<file path="src/rtl/axis_multilane_adc_reader.sv">
// rtl/axis_multilane_adc_reader.sv - triggered multi-lane SPI ADC frame reader with AXI4-Stream output
module axis_multilane_adc_reader #(
  parameter int NUM_SDI     = 4,
  parameter int DATA_WIDTH  = 32,
  parameter int CLK_DIV     = 1,
  parameter int CS_SETUP    = 2,
  parameter int CS_HOLD     = 1,
  parameter int CS_HIGH_MIN = 4
) (
  input  logic                  aclk,
  input  logic                  areset,
  input  logic                  trigger,
  input  logic [NUM_SDI-1:0]    spi_sdi,
  output logic                  spi_clk,
  output logic                  spi_csn,
  output logic                  spi_sdo,
  output logic [DATA_WIDTH-1:0] m_axis_tdata,
  output logic                  m_axis_tvalid,
  input  logic                  m_axis_tready,
  output logic                  busy,
  output logic                  overrun,
  input  logic                  overrun_clr,
  output logic                  trig_miss
);

  // SCLK periods per frame; each one shifts in NUM_SDI bits
  localparam int BITS    = DATA_WIDTH / NUM_SDI;
  localparam int CNT_MAX = (CS_SETUP > CS_HOLD)
                         ? ((CS_SETUP > CS_HIGH_MIN) ? CS_SETUP : CS_HIGH_MIN)
                         : ((CS_HOLD > CS_HIGH_MIN) ? CS_HOLD : CS_HIGH_MIN);
  localparam int CNT_W   = $clog2(CNT_MAX + 1);
  localparam int DIV_W   = $clog2(CLK_DIV + 1);
  localparam int BIT_W   = $clog2(BITS + 1);

  localparam logic [CNT_W-1:0] SETUP_LAST = CNT_W'(CS_SETUP - 1);
  localparam logic [CNT_W-1:0] HOLD_LAST  = CNT_W'(CS_HOLD - 1);
  localparam logic [CNT_W-1:0] GAP_LAST   = CNT_W'(CS_HIGH_MIN - 1);
  localparam logic [DIV_W-1:0] DIV_LAST   = DIV_W'(CLK_DIV - 1);
  localparam logic [BIT_W-1:0] BIT_LAST   = BIT_W'(BITS - 1);

  typedef enum logic [2:0] {
    S_IDLE,
    S_SETUP,
    S_SHIFT,
    S_HOLD,
    S_GAP
  } state_t;

  state_t                  state;
  logic [CNT_W-1:0]        cnt;
  logic [DIV_W-1:0]        div_cnt;
  logic [BIT_W-1:0]        bit_cnt;
  logic [DATA_WIDTH-1:0]   shreg;
  logic [DATA_WIDTH-1:0]   shreg_next;
  logic                    trigger_q;
  logic                    trig_edge;
  logic                    deliver;

  assign trig_edge = trigger & ~trigger_q;
  assign busy      = (state != S_IDLE);
  assign spi_sdo   = 1'b0;

  // Last HOLD cycle: csn rises and the finished word is offered to the output register
  assign deliver   = (state == S_HOLD) && (cnt == HOLD_LAST);

  // New lanes enter at the bottom so the first-shifted bits end up in the MSBs
  generate
    if (BITS == 1) begin : g_single_beat
      assign shreg_next = spi_sdi;
    end else begin : g_multi_beat
      assign shreg_next = {shreg[DATA_WIDTH-NUM_SDI-1:0], spi_sdi};
    end
  endgenerate

  // Delayed trigger for rising-edge detection
  always_ff @(posedge aclk) begin
    if (areset) begin
      trigger_q <= 1'b0;
    end else begin
      trigger_q <= trigger;
    end
  end

  // Frame sequencer: csn setup, SCLK generation and sampling, csn hold and minimum high time
  always_ff @(posedge aclk) begin
    if (areset) begin
      state     <= S_IDLE;
      cnt       <= '0;
      div_cnt   <= '0;
      bit_cnt   <= '0;
      shreg     <= '0;
      spi_clk   <= 1'b0;
      spi_csn   <= 1'b1;
      trig_miss <= 1'b0;
    end else begin
      trig_miss <= trig_edge && (state != S_IDLE);
      case (state)
        S_IDLE: begin
          if (trig_edge) begin
            state   <= S_SETUP;
            spi_csn <= 1'b0;
            cnt     <= '0;
          end
        end
        S_SETUP: begin
          if (cnt == SETUP_LAST) begin
            state   <= S_SHIFT;
            spi_clk <= 1'b1;
            div_cnt <= '0;
            bit_cnt <= '0;
            cnt     <= '0;
          end else begin
            cnt <= cnt + CNT_W'(1);
          end
        end
        S_SHIFT: begin
          if (div_cnt == DIV_LAST) begin
            div_cnt <= '0;
            spi_clk <= ~spi_clk;
            // Sample on the falling SCLK edge; the ADC launched this data on the rise
            if (spi_clk) begin
              shreg <= shreg_next;
              if (bit_cnt == BIT_LAST) begin
                state <= S_HOLD;
                cnt   <= '0;
              end else begin
                bit_cnt <= bit_cnt + BIT_W'(1);
              end
            end
          end else begin
            div_cnt <= div_cnt + DIV_W'(1);
          end
        end
        S_HOLD: begin
          if (cnt == HOLD_LAST) begin
            state   <= S_GAP;
            spi_csn <= 1'b1;
            cnt     <= '0;
          end else begin
            cnt <= cnt + CNT_W'(1);
          end
        end
        S_GAP: begin
          if (cnt == GAP_LAST) begin
            state <= S_IDLE;
            cnt   <= '0;
          end else begin
            cnt <= cnt + CNT_W'(1);
          end
        end
        default: begin
          state   <= S_IDLE;
          spi_csn <= 1'b1;
          spi_clk <= 1'b0;
        end
      endcase
    end
  end

  // Single-entry output register; a full register that is not drained drops the new word
  always_ff @(posedge aclk) begin
    if (areset) begin
      m_axis_tdata  <= '0;
      m_axis_tvalid <= 1'b0;
      overrun       <= 1'b0;
    end else begin
      if (deliver && (!m_axis_tvalid || m_axis_tready)) begin
        m_axis_tdata  <= shreg;
        m_axis_tvalid <= 1'b1;
      end else if (m_axis_tvalid && m_axis_tready) begin
        m_axis_tvalid <= 1'b0;
      end
      // A drop in the same cycle as a clear keeps the flag set
      if (deliver && m_axis_tvalid && !m_axis_tready) begin
        overrun <= 1'b1;
      end else if (overrun_clr) begin
        overrun <= 1'b0;
      end
    end
  end

endmodule
</file>
<file path="config.mk">
export PLATFORM = sky130hd
export DESIGN_NAME = axis_multilane_adc_reader
export DESIGN_NICKNAME = d
export VERILOG_FILES = /design/src/rtl/axis_multilane_adc_reader.sv
export SDC_FILE = /design/constraint.sdc
export NUM_CORES = 1
export LEC_CHECK = 0
export CAP_MARGIN = 25
export CORE_ASPECT_RATIO = 0.7
export CORE_MARGIN = 4
export CORE_UTILIZATION = 30
export DETAILED_ROUTE_END_ITERATION = 10
export PLACE_DENSITY = 0.52
export SYNTH_ARGS = -nofsm -noshare
export SYNTH_HDL_FRONTEND = slang
export SYNTH_SLANG_ARGS = --single-unit
</file>
<file path="constraint.sdc">
create_clock -name aclk -period 3.2 [get_ports aclk]
set_input_delay 0.96 -clock aclk [delete_from_list [all_inputs] [get_ports aclk]]
set_output_delay 0.96 -clock aclk [all_outputs]
set_load 0.01 [all_outputs]
</file>
-- After elaboration in Yosys (flattened, before gate mapping)
Cells that the tools add are included.
- add/sub/neg operators: 3
- multipliers: 0
- div/mod/pow operators: 0
- magnitude comparators: 0
- equality and inequality tests: 15
- shift operators: 0
- multiplexer cells: 34
- bitwise gates (word level): 6
- reductions and logical operators: 25
- operator list (kind ; number):
    $mux 3 ; 14
    $pmux 3 s5 ; 2
    $mux 4 ; 4
    $ne 2x2->1 const B ; 7
    $mux 1 ; 10
    $reduce_and 5->1 ; 2
    $eq 3x2->1 const B ; 3
    $reduce_and 3->1 ; 3
    $pmux 4 s2 ; 1
    $reduce_and 7->1 ; 1
    $eq 3x1->1 const B ; 2
    $logic_and 1x1->1 ; 6
    $logic_not 3->1 ; 2
    $pmux 1 s3 ; 2
    $reduce_bool 2->1 ; 3
    $reduce_or 3->1 ; 2
    $not 1->1 ; 5
    $reduce_bool 5->1 ; 1
    $add 4x1->4 const B ; 1
    $eq 4x3->1 const B ; 1
    $add 3x1->3 const B ; 1
    $eq 3x3->1 const B ; 1
    $reduce_bool 3->1 ; 1
    $logic_not 1->1 ; 2
    6 further kinds ; 6
- register bits after elaboration: 81
- latch bits: 0
- RAM bits: 0
- memory bits (read-only): 0
- input bits: 9
- output and inout bits: 39
- memories: 0

-- Longest topological paths before layout
Gate-level depths: netlist of the first run.
- depth after elaboration: 5
- mapped depth: 8
- depth with buffers taken out: 6

-- Worst setup path after synthesis of the first run
OpenSTA, ideal clock, no wires.
- path type: input to register
- start point: input areset
- end point: register m_axis_tdata[12]
- setup time: 0.128 ns
- data arrival time: 1.771 ns
- data required time: 3.072 ns
- path slack: 1.301 ns
- stages on the path: 4
- buffers on the path: 3
- path through: buf_2 > buf_1 > clkbuf_1 > nor2_1
- RTL lines (element ; line ; RTL):
    start: declaration ; 11 ; input logic areset,
    end signal: assignment ; 168 ; m_axis_tdata <= shreg;
    end: declaration ; 17 ; output logic [DATA_WIDTH-1:0] m_axis_tdata,
No word-level cell between the ends.

-- Worst setup path in the final report of the first run
- start point: register state[1]
- end point: output busy
- longest elaborated chain between the ends: 1
- ends and longest elaborated chain (element ; line ; RTL):
    start: declaration ; 49 ; state_t state;
    start signal: assignment ; 87 ; state <= S_IDLE;
    start signal: assignment ; 100 ; state <= S_SETUP;
    start signal: assignment ; 107 ; state <= S_SHIFT;
    $reduce_bool 3->1 ; 60 ; assign busy = (state != S_IDLE);
    end: declaration ; 20 ; output logic busy,
Every way passes these cells.

==> results of run 1 <==
==> metal layers <==
metal	track usage (%)	wire (um)	part of all wire [%]
met5	0	0	0
met4	3.67	41	0.61
met3	5.06	353	5.2
met2	17.8	2860	42
met1	15.3	3500	52
==> power groups by stage <==
stage / Clock, mW / Combinational, mW / Sequential, mW
2_1_floorplan: 0 / 0.0743 / 1.04
3_3_place_gp: 0 / 0.101 / 1.04
3_5_place_dp: 0 / 0.102 / 1.04
4_1_cts: 1.06 / 0.103 / 1.02
5_1_grt: 1.10 / 0.114 / 1.02
6_report: 1.03 / 0.101 / 1.02
==> synthesized netlist by cell type (2+ instances only) <==
cell type | n | area [sq um]
a21oi_1 | 42 | 210
a31oi_1 | 3 | 18.8
buf_12 | 3 | 60.1
buf_2 | 10 | 50.1
buf_4 | 2 | 15.0
buf_6 | 2 | 22.5
clkbuf_1 | 7 | 26.3
dfxtp_1 | 80 | 1600
ha_1 | 6 | 75.1
inv_1 | 8 | 30.0
mux2i_1 | 33 | 330
nand2_1 | 72 | 270
nand2b_1 | 4 | 25.0
nand3_1 | 5 | 25.0
nand3b_1 | 4 | 30.0
nor2_1 | 38 | 143
nor2b_1 | 2 | 12.5
nor3_1 | 5 | 25.0
nor3b_2 | 2 | 25.0
o22ai_1 | 2 | 12.5
==> stage by stage <==
step           power, mW  setup slack (ps)  std cells
6_report            2.15               490        524
3_5_place_dp        1.14               688        508
5_1_grt             2.24               377        524
2_1_floorplan       1.11              1300        350
3_3_place_gp        1.14               739        508
4_1_cts             2.19               470        524
==> final cells by class <==
class                           instances  area, sq um  area share, %
Inverter                                9         33.8          0.845
Clock inverter                          3         40.0           1.00
Tap cell                              132          165           4.13
Sequential cell                        80         1600           40.1
Multi-Input combinational cell        236         1390           34.8
Timing Repair Buffer                   51          505           12.6
Clock buffer                           13          260           6.51
==> cell families (layout without fill, tap and decap cells) <==
| group | after synthesis | in the layout | synth area share [%] |
|---|---|---|---|
| AO/OA/AOI/OAI | 56 | 56 | 10.4 |
| flip-flops | 80 | 80 | 50.1 |
| multiplexers | 34 | 34 | 10.7 |
| adder cells (fa/ha/maj) | 6 | 6 | 2.35 |
| AND/OR/NAND/NOR | 139 | 139 | 19.7 |
| other | 1 | 1 | 0.117 |
| buffers and inverters | 34 | 76 | 6.61 |
==> worst reg2reg max path, cell delays in order, from the launching register on <==
cell and delay (ps):
dfxtp_1 690, nor3b_2 440, nand2_1 390, buf_4 340, nand2_1 90, a21oi_1 70
==> path summary, 6_finish.rpt <==
path / start / to / slack (ps)
worst min-delay path: shreg[29] / shreg[29] / 460
worst max register to register: state[1] / shreg[17] / 1060
worst min register to register: shreg[29] / shreg[29] / 460
worst max-delay path: state[1] / busy / 490
==> sequential cells by signal (all words and copies together), names as in the netlist <==
| signal | flops |
|---|---|
| m_axis_tdata | 32 |
| trig_miss | 1 |
| state | 3 |
| bit_cnt | 4 |
| shreg | 32 |
| spi_csn | 1 |
| trigger_q | 1 |
| m_axis_tvalid | 1 |
| cnt | 3 |
| overrun | 1 |
| spi_clk | 1 |
==> results.yml, run 1 <==
synthesis:
  yosys_warnings: 0
  ys_async_sr_fraction_pct: 0
  avgSynthCellArea_sq_um: 9.13
  synth_area_sq_mm: 0.00320
  synth_seq_cells: 80
  yosysSeqAreaShare_pct: 50.1
  synth.distinct_cells: 40
  syn_nets: 365
  ys.flop_type: "dfxtp_1"
  synth_edf_count: 0
  syn_inst: 350
worst_setup_path:
  cp.required_ps: 2240
  reg2reg_depth: 5
  cpPeakStageDelay_ps: 690
  timing.setup.critical_path_class: "flip-flop to primary output"
  slowest_stage: "dfxtp_1"
  crit_arrival_ps: 1750
  path_delay_family: "flip-flops"
  crit_path_end_kind: "primary output"
  critPathBufInv: 2
  crit_fanout: 16
  worstPathCellList: "nor3_2, inv_1, clkdlybuf4s50_1"
  crit_path_start_kind: "flip-flop"
  worst-path-stages: 3
pwr:
  ir_worst_vdd_v: 0.000224
  p_leak_nw: 1.33
  pwr-share-seq_pct: 47.5
  p_int_mw: 1.70
  p_per_area_mw_per_mm2: 537
  p_clk_share_pct: 47.8
  power.switching_mw: 0.450
  p_sw_share_pct: 21.0
  p_comb_share_pct: 4.7
timing:
  finClkSkew_ps: 5.13
  tns_ps: 0
  maxSlewViolCount: 0
  post-route-period-util_pct: 84.7
  finalHoldViolCount: 0
  setup_viol: 0
  rsz0062_at_grt: "no"
  hold_ws_ps: 457
  worstMarginPinSlew_ps: 583
  maxSlewHeadroom_pct: 61.1
  max_freq_mhz: 369
  finalCriticalPeriod_ps: 2710
cts:
  clockBufferDepth: 2
  cts_hold_buffers: 0
  cts_tree: "built"
  cts_resized: 0
  numClockSinks: 80
  cts_max_level: 3
  insertion_delay_ps: 330
  cts_buffers: 9
  cts-root-buf: "clkbuf_16"
  cts_setup_buffers: 0
  path_clk_slew_ps: 60
global_routing:
  antenna_found_initial: 0
  grt_pass1_vias: 2380
  grt_pass1_wl_um: 11700
  grtUsageTotal_pct: 11.8
  overflow: 0
  grt_start_max_net_pins: 39
run:
  drv_cap: 0
die:
  initial_utilization_pct: 30.9
  die_w_um: 131
  rows: 31
  fp.dieH_um: 94.4
  design.core.area_sq_mm: 0.0104
  dieArea_sq_mm: 0.0124
  ios: 48
finish:
  syn_to_final_growth_pct: 25.0
  drive_gt1_share_pct: 7.65
  fillers: 1051
  final_area_sq_mm: 0.00400
  fin_nets: 402
  layout_commonest_cell: "dfxtp_1"
  most-common-layout-cells: "dfxtp_1 (80), nand2_1 (72), clkdlybuf4s50_1 (45)"
  n_antenna_cell: 0
  fin_util_pct: 38.6
min_path:
  hold_class: "flip-flop to flip-flop"
  holdPathStages: 2
detailed_routing:
  drtPass1Iterations: 4
  drtIter0Drc: 151
  vias: 2375
  ant_nets: 0
  via_per_inst: 4.53
  drc: 0
  wl_um: 6760
  wl_per_cell_um: 12.9
placed_design:
  gp_congestion: 0.745
  dp_hpwl_um: 4480
  dpl_cell_area_sq_mm: 0.00370
  port_buffers: 46
status:
  outcome: "complete, no violations"
Power figures use the tool's default switching activity.
==> inputs of run 2 (changes only) <==
--- a/config.mk
+++ b/config.mk
@@ -10,7 +10,7 @@
 export CORE_MARGIN = 4
 export CORE_UTILIZATION = 30
 export DETAILED_ROUTE_END_ITERATION = 10
-export PLACE_DENSITY = 0.52
+export PLACE_DENSITY = 0.54
 export SYNTH_ARGS = -nofsm -noshare
 export SYNTH_HDL_FRONTEND = slang
 export SYNTH_SLANG_ARGS = --single-unit
==> constraint.sdc (replaced) <==
create_clock -name aclk -period 2.3 [get_ports aclk]
set_input_delay 0.69 -clock aclk [delete_from_list [all_inputs] [get_ports aclk]]
set_output_delay 0.69 -clock aclk [all_outputs]
set_load 0.01 [all_outputs]
==> results.yml, run 2 (same netlist as run 1, synthesis figures left out) <==
worst_setup_path:
  slowest_stage: "clkdlybuf4s50_1"
  worstPathCellList: "nor3_2, inv_1, clkdlybuf4s50_1"
  reg2reg_depth: 7
  cpPeakStageDelay_ps: 480
  crit_path_start_kind: "flip-flop"
  critPathBufInv: 2
  cp.required_ps: 1610
  crit_fanout: 3
  crit_arrival_ps: 1420
  timing.setup.critical_path_class: "flip-flop to primary output"
  r2r_slack_ps: 600
  rr_endpoint: "m_axis_tdata[0]"
  crit_path_end_kind: "primary output"
  path_delay_family: "buffers and inverters"
  worstReg2RegStart: "cnt[0]"
global_routing:
  grt_pass1_wl_um: 11300
  grt_pass1_vias: 2314
  grtUsageTotal_pct: 11.5
  antenna_found_initial: 0
  overflow: 0
  grt_start_max_net_pins: 44
finish:
  layout_commonest_cell: "dfxtp_1"
  top_regs: "m_axis_tdata (32), shreg (32), bit_cnt (4)"
  drive_gt1_share_pct: 8.61
  n_antenna_cell: 0
  syn_to_final_growth_pct: 26.8
  most-common-layout-cells: "dfxtp_1 (80), nand2_1 (72), clkdlybuf4s50_1 (45)"
  fin_nets: 405
cts:
  clockBufferDepth: 2
  path_clk_slew_ps: 60
  cts_setup_buffers: 0
  insertion_delay_ps: 330
  cts_resized: 0
  cts_tree: "built"
  cts_hold_buffers: 0
  cts-root-buf: "clkbuf_16"
  cts_max_level: 3
  cts_buffers: 9
  numClockSinks: 80
die:
  initial_utilization_pct: 30.9
  fp.dieH_um: 94.4
  dieArea_sq_mm: 0.0124
  rows: 31
  die_w_um: 131
  design.core.area_sq_mm: 0.0104
  ios: 48
pwr:
  p_leak_nw: 1.36
  power.switching_mw: 0.638
  p_per_area_mw_per_mm2: 743
  ir_worst_vdd_v: 0.000319
  pwr-share-seq_pct: 46.8
  p_comb_share_pct: 5.3
  p_sw_share_pct: 21.2
  p_int_mw: 2.37
  p_clk_share_pct: 47.9
min_path:
  hold_class: "flip-flop to flip-flop"
  min_to: "shreg[30]"
  min_from: "shreg[30]"
  holdPathStages: 2
detailed_routing:
  drc: 0
  ant_nets: 0
  via_per_inst: 4.52
  vias: 2383
  wl_um: 6690
  drtPass1Iterations: 4
  wl_per_cell_um: 12.7
  drtIter0Drc: 120
placed_design:
  dp_hpwl_um: 4440
  gp_congestion: 0.769
  port_buffers: 46
timing:
  max_freq_mhz: 473
  finalHoldViolCount: 0
  rsz0062_at_grt: "no"
  finalCriticalPeriod_ps: 2110
  hold_ws_ps: 462
  setup_viol: 0
  maxSlewViolCount: 0
  tns_ps: 0
  finClkSkew_ps: 7.19
  post-route-period-util_pct: 91.9
run:
  drv_cap: 0
status:
  outcome: "complete, no violations"
==> run 2: worst max path at each step <==
stage | startpoint | end | cells past startpoint
2_1_floorplan | areset | m_axis_tdata[12] | 4
3_5_place_dp | m_axis_tready | m_axis_tdata[26] | 6
4_1_cts | state[1] | busy | 3
3_3_place_gp | m_axis_tready | m_axis_tdata[4] | 6
5_1_grt | state[1] | busy | 3
6_report | state[1] | busy | 3
==> run 2: worst register-to-register path, stage by stage, from the launching register on <==
cell and delay, ps:
dfxtp_1 320, inv_1 80, ha_1 250, nand3b_4 130, nor3b_4 230, buf_12 270, mux2i_1 230, nor2_1 50
==> run 2: metrics by stage <==
step	setup slack, ps	std cells	instance area, sq um	utilization (%)	power [mW]
final	186	527	4050	39.1	3.01
after global routing	74.7	527	4050	39.1	3.14
after CTS	162	527	4050	39.1	3.07
after detailed placement	35.2	511	3740	36.1	1.60
after global placement	89.0	511	3740	36.1	1.60
after floorplan	671	350	3200	-	1.54
==> run 2: power by group through the flow <==
stage	registers [mW]	logic, mW	clock network, mW
detailed placement	1.44	0.160	0
global route	1.41	0.175	1.55
global placement	1.44	0.158	0
finish	1.41	0.159	1.44
CTS	1.41	0.160	1.50
floorplan	1.44	0.103	0
==> run 2: layer usage <==
layer  GRT usage, %  vias to the layer above  wire length, um
li1               -                     1248                -
met5              0                        -                0
met2           16.7                       46             2720
met1           14.9                     1084             3470
met4           3.67                        0               87
met3           5.86                        5              402
==> run 2: layout make-up <==
cell class	instances	area, sq um
well taps	132	165
repair buffers	54	553
fillers	1003	6300
inverters	9	33.8
multi-input cells	236	1390
clock buffers	12	256
flip-flops and latches	80	1600
clock inverters	4	52.6
==> inputs of run 3 (changes only) <==
--- a/config.mk
+++ b/config.mk
@@ -10,7 +10,9 @@
 export CORE_MARGIN = 4
 export CORE_UTILIZATION = 30
 export DETAILED_ROUTE_END_ITERATION = 10
+export MAX_ROUTING_LAYER = met4
 export PLACE_DENSITY = 0.54
+export SETUP_SLACK_MARGIN = 0.3
 export SYNTH_ARGS = -nofsm -noshare
 export SYNTH_HDL_FRONTEND = slang
 export SYNTH_SLANG_ARGS = --single-unit
==> results.yml, run 3 (same netlist as run 1, synthesis figures left out) <==
finish:
  most-common-layout-cells: "dfxtp_1 (79), nand2_1 (72), a21oi_1 (42)"
  n_antenna_cell: 0
  syn_to_final_growth_pct: 29.3
  fin_nets: 409
  fillers: 997
  fin_util_pct: 39.9
  top_regs: "m_axis_tdata (32), shreg (32), bit_cnt (4)"
  layout_commonest_cell: "dfxtp_1"
  final_cells: 531
  drive_gt1_share_pct: 9.77
worst_setup_path:
  crit_fanout: 16
  r2r_slack_ps: 570
  crit_arrival_ps: 2160
  worstReg2RegStart: "cnt[0]"
  rr_endpoint: "m_axis_tdata[11]"
  critPathBufInv: 3
  cpPeakStageDelay_ps: 450
  timing.setup.critical_path_class: "input port to flip-flop"
  cp.required_ps: 2520
  worstPathCellList: "clkdlybuf4s50_1, nand2b_1, nor3b_4, buf_12, clkbuf_16, mux2i_1, nor2_1"
  worst-path-stages: 7
  crit_path_start_kind: "input port"
  slowest_stage: "clkdlybuf4s50_1"
  crit_path_end_kind: "flip-flop"
  reg2reg_depth: 8
  path_delay_family: "buffers and inverters"
detailed_routing:
  drc: 0
  vias: 2417
  ant_nets: 0
  via_per_inst: 4.55
  drtIter0Drc: 135
  wl_um: 7040
  wl_per_cell_um: 13.3
  drtPass1Iterations: 4
timing:
  tns_ps: 0
  finalHoldViolCount: 0
  finClkSkew_ps: 6.50
  maxSlewViolCount: 0
  max_freq_mhz: 515
  setup_viol: 0
  post-route-period-util_pct: 84.4
  rsz0062_at_grt: "no"
  finalCriticalPeriod_ps: 1940
placed_design:
  gp_congestion: 0.780
  placed_cells: 511
  port_buffers: 46
  dp_hpwl_um: 4440
min_path:
  holdPathStages: 2
  min_from: "shreg[28]"
  min_to: "shreg[28]"
  hold_class: "flip-flop to flip-flop"
run:
  drv_cap: 0
global_routing:
  overflow: 0
  grt_pass1_vias: 2317
  grt_pass1_wl_um: 11300
  antenna_found_initial: 0
  grt_start_max_net_pins: 44
  grtUsageTotal_pct: 11.8
cts:
  path_clk_slew_ps: 60
  insertion_delay_ps: 330
  numClockSinks: 80
  cts_tree: "built"
  cts_max_level: 3
  cts_buffers: 9
  cts-root-buf: "clkbuf_16"
  clockBufferDepth: 2
die:
  die_w_um: 131
  initial_utilization_pct: 30.9
  dieArea_sq_mm: 0.0124
  design.core.area_sq_mm: 0.0104
  ios: 48
  fp.dieH_um: 94.4
  rows: 31
pwr:
  p_leak_nw: 1.44
  p_per_area_mw_per_mm2: 730
  ir_worst_vdd_v: 0.000320
status:
  outcome: "complete, no violations"
run 3: changes by cell type in the layout (fill, tap and decap cells not counted), sizes merged:
cell	before	now
dlymetal6s2s	0	2
buf	9	11
clkdlybuf4s50	45	41
dlygate4sd2	0	2
clkbuf	12	14
run 3: cell type report:
cell class              instances  area (sq um)  area share [%]
well taps                     132           165            4.00
flip-flops and latches         80          1600            38.8
inverters                       9          33.8           0.817
repair buffers                 58           633            15.3
clock inverters                 4          52.6            1.27
multi-input cells             236          1390            33.6
clock buffers                  12           256            6.20
run 3: worst max-delay path by stage:
stage,start,to
after global placement,m_axis_tready,m_axis_tdata[4]
after detailed placement,m_axis_tready,m_axis_tdata[26]
after floorplan,areset,m_axis_tdata[12]
after global routing,m_axis_tready,m_axis_tdata[28]
final,m_axis_tready,m_axis_tdata[11]
after CTS,m_axis_tdata[1],m_axis_tdata[1]
run 3: worst register-to-register path, stage by stage (launching register included):
cell	delay (ps)
dfxtp_1	320
inv_1	90
ha_1	250
nand3b_4	130
nor3b_4	230
buf_12	150
clkbuf_16	200
mux2i_1	200
nor2_1	50
run 3: repair_timing:
item,CTS,global route
hold buffers,0,0
setup endpoints to repair,2,4
pin swaps,1,0
resized for setup,3,2
gates cloned,0,2
buffers inserted,1,1
run 3: power by group:
part | internal (mW) | switching [mW]
Combinational | 0.0736 | 0.0901
Sequential | 1.40 | 0.0105
Clock | 0.901 | 0.541
Total | 2.37 | 0.642
run 3: stage by stage:
| step | hold slack, ps | power (mW) | area [sq um] | setup slack, ps |
|---|---|---|---|---|
| final | 462 | 3.02 | 4130 | 359 |
| after global routing | 475 | 3.14 | 4130 | 297 |
| after CTS | 460 | 3.07 | 4060 | 334 |
| after detailed placement | 452 | 1.60 | 3740 | 35.2 |
| after global placement | 447 | 1.60 | 3740 | 89.0 |
| after floorplan | 436 | 1.54 | 3200 | 671 |
run 3: layer usage:
metal  up-vias  share of wire, %  track usage, %
li1       1254                 -               -
met1      1105                52            15.0
met2        52                41            17.0
met3         6               5.6            5.59
met4         0               1.2            3.41
met5         -                 0               -
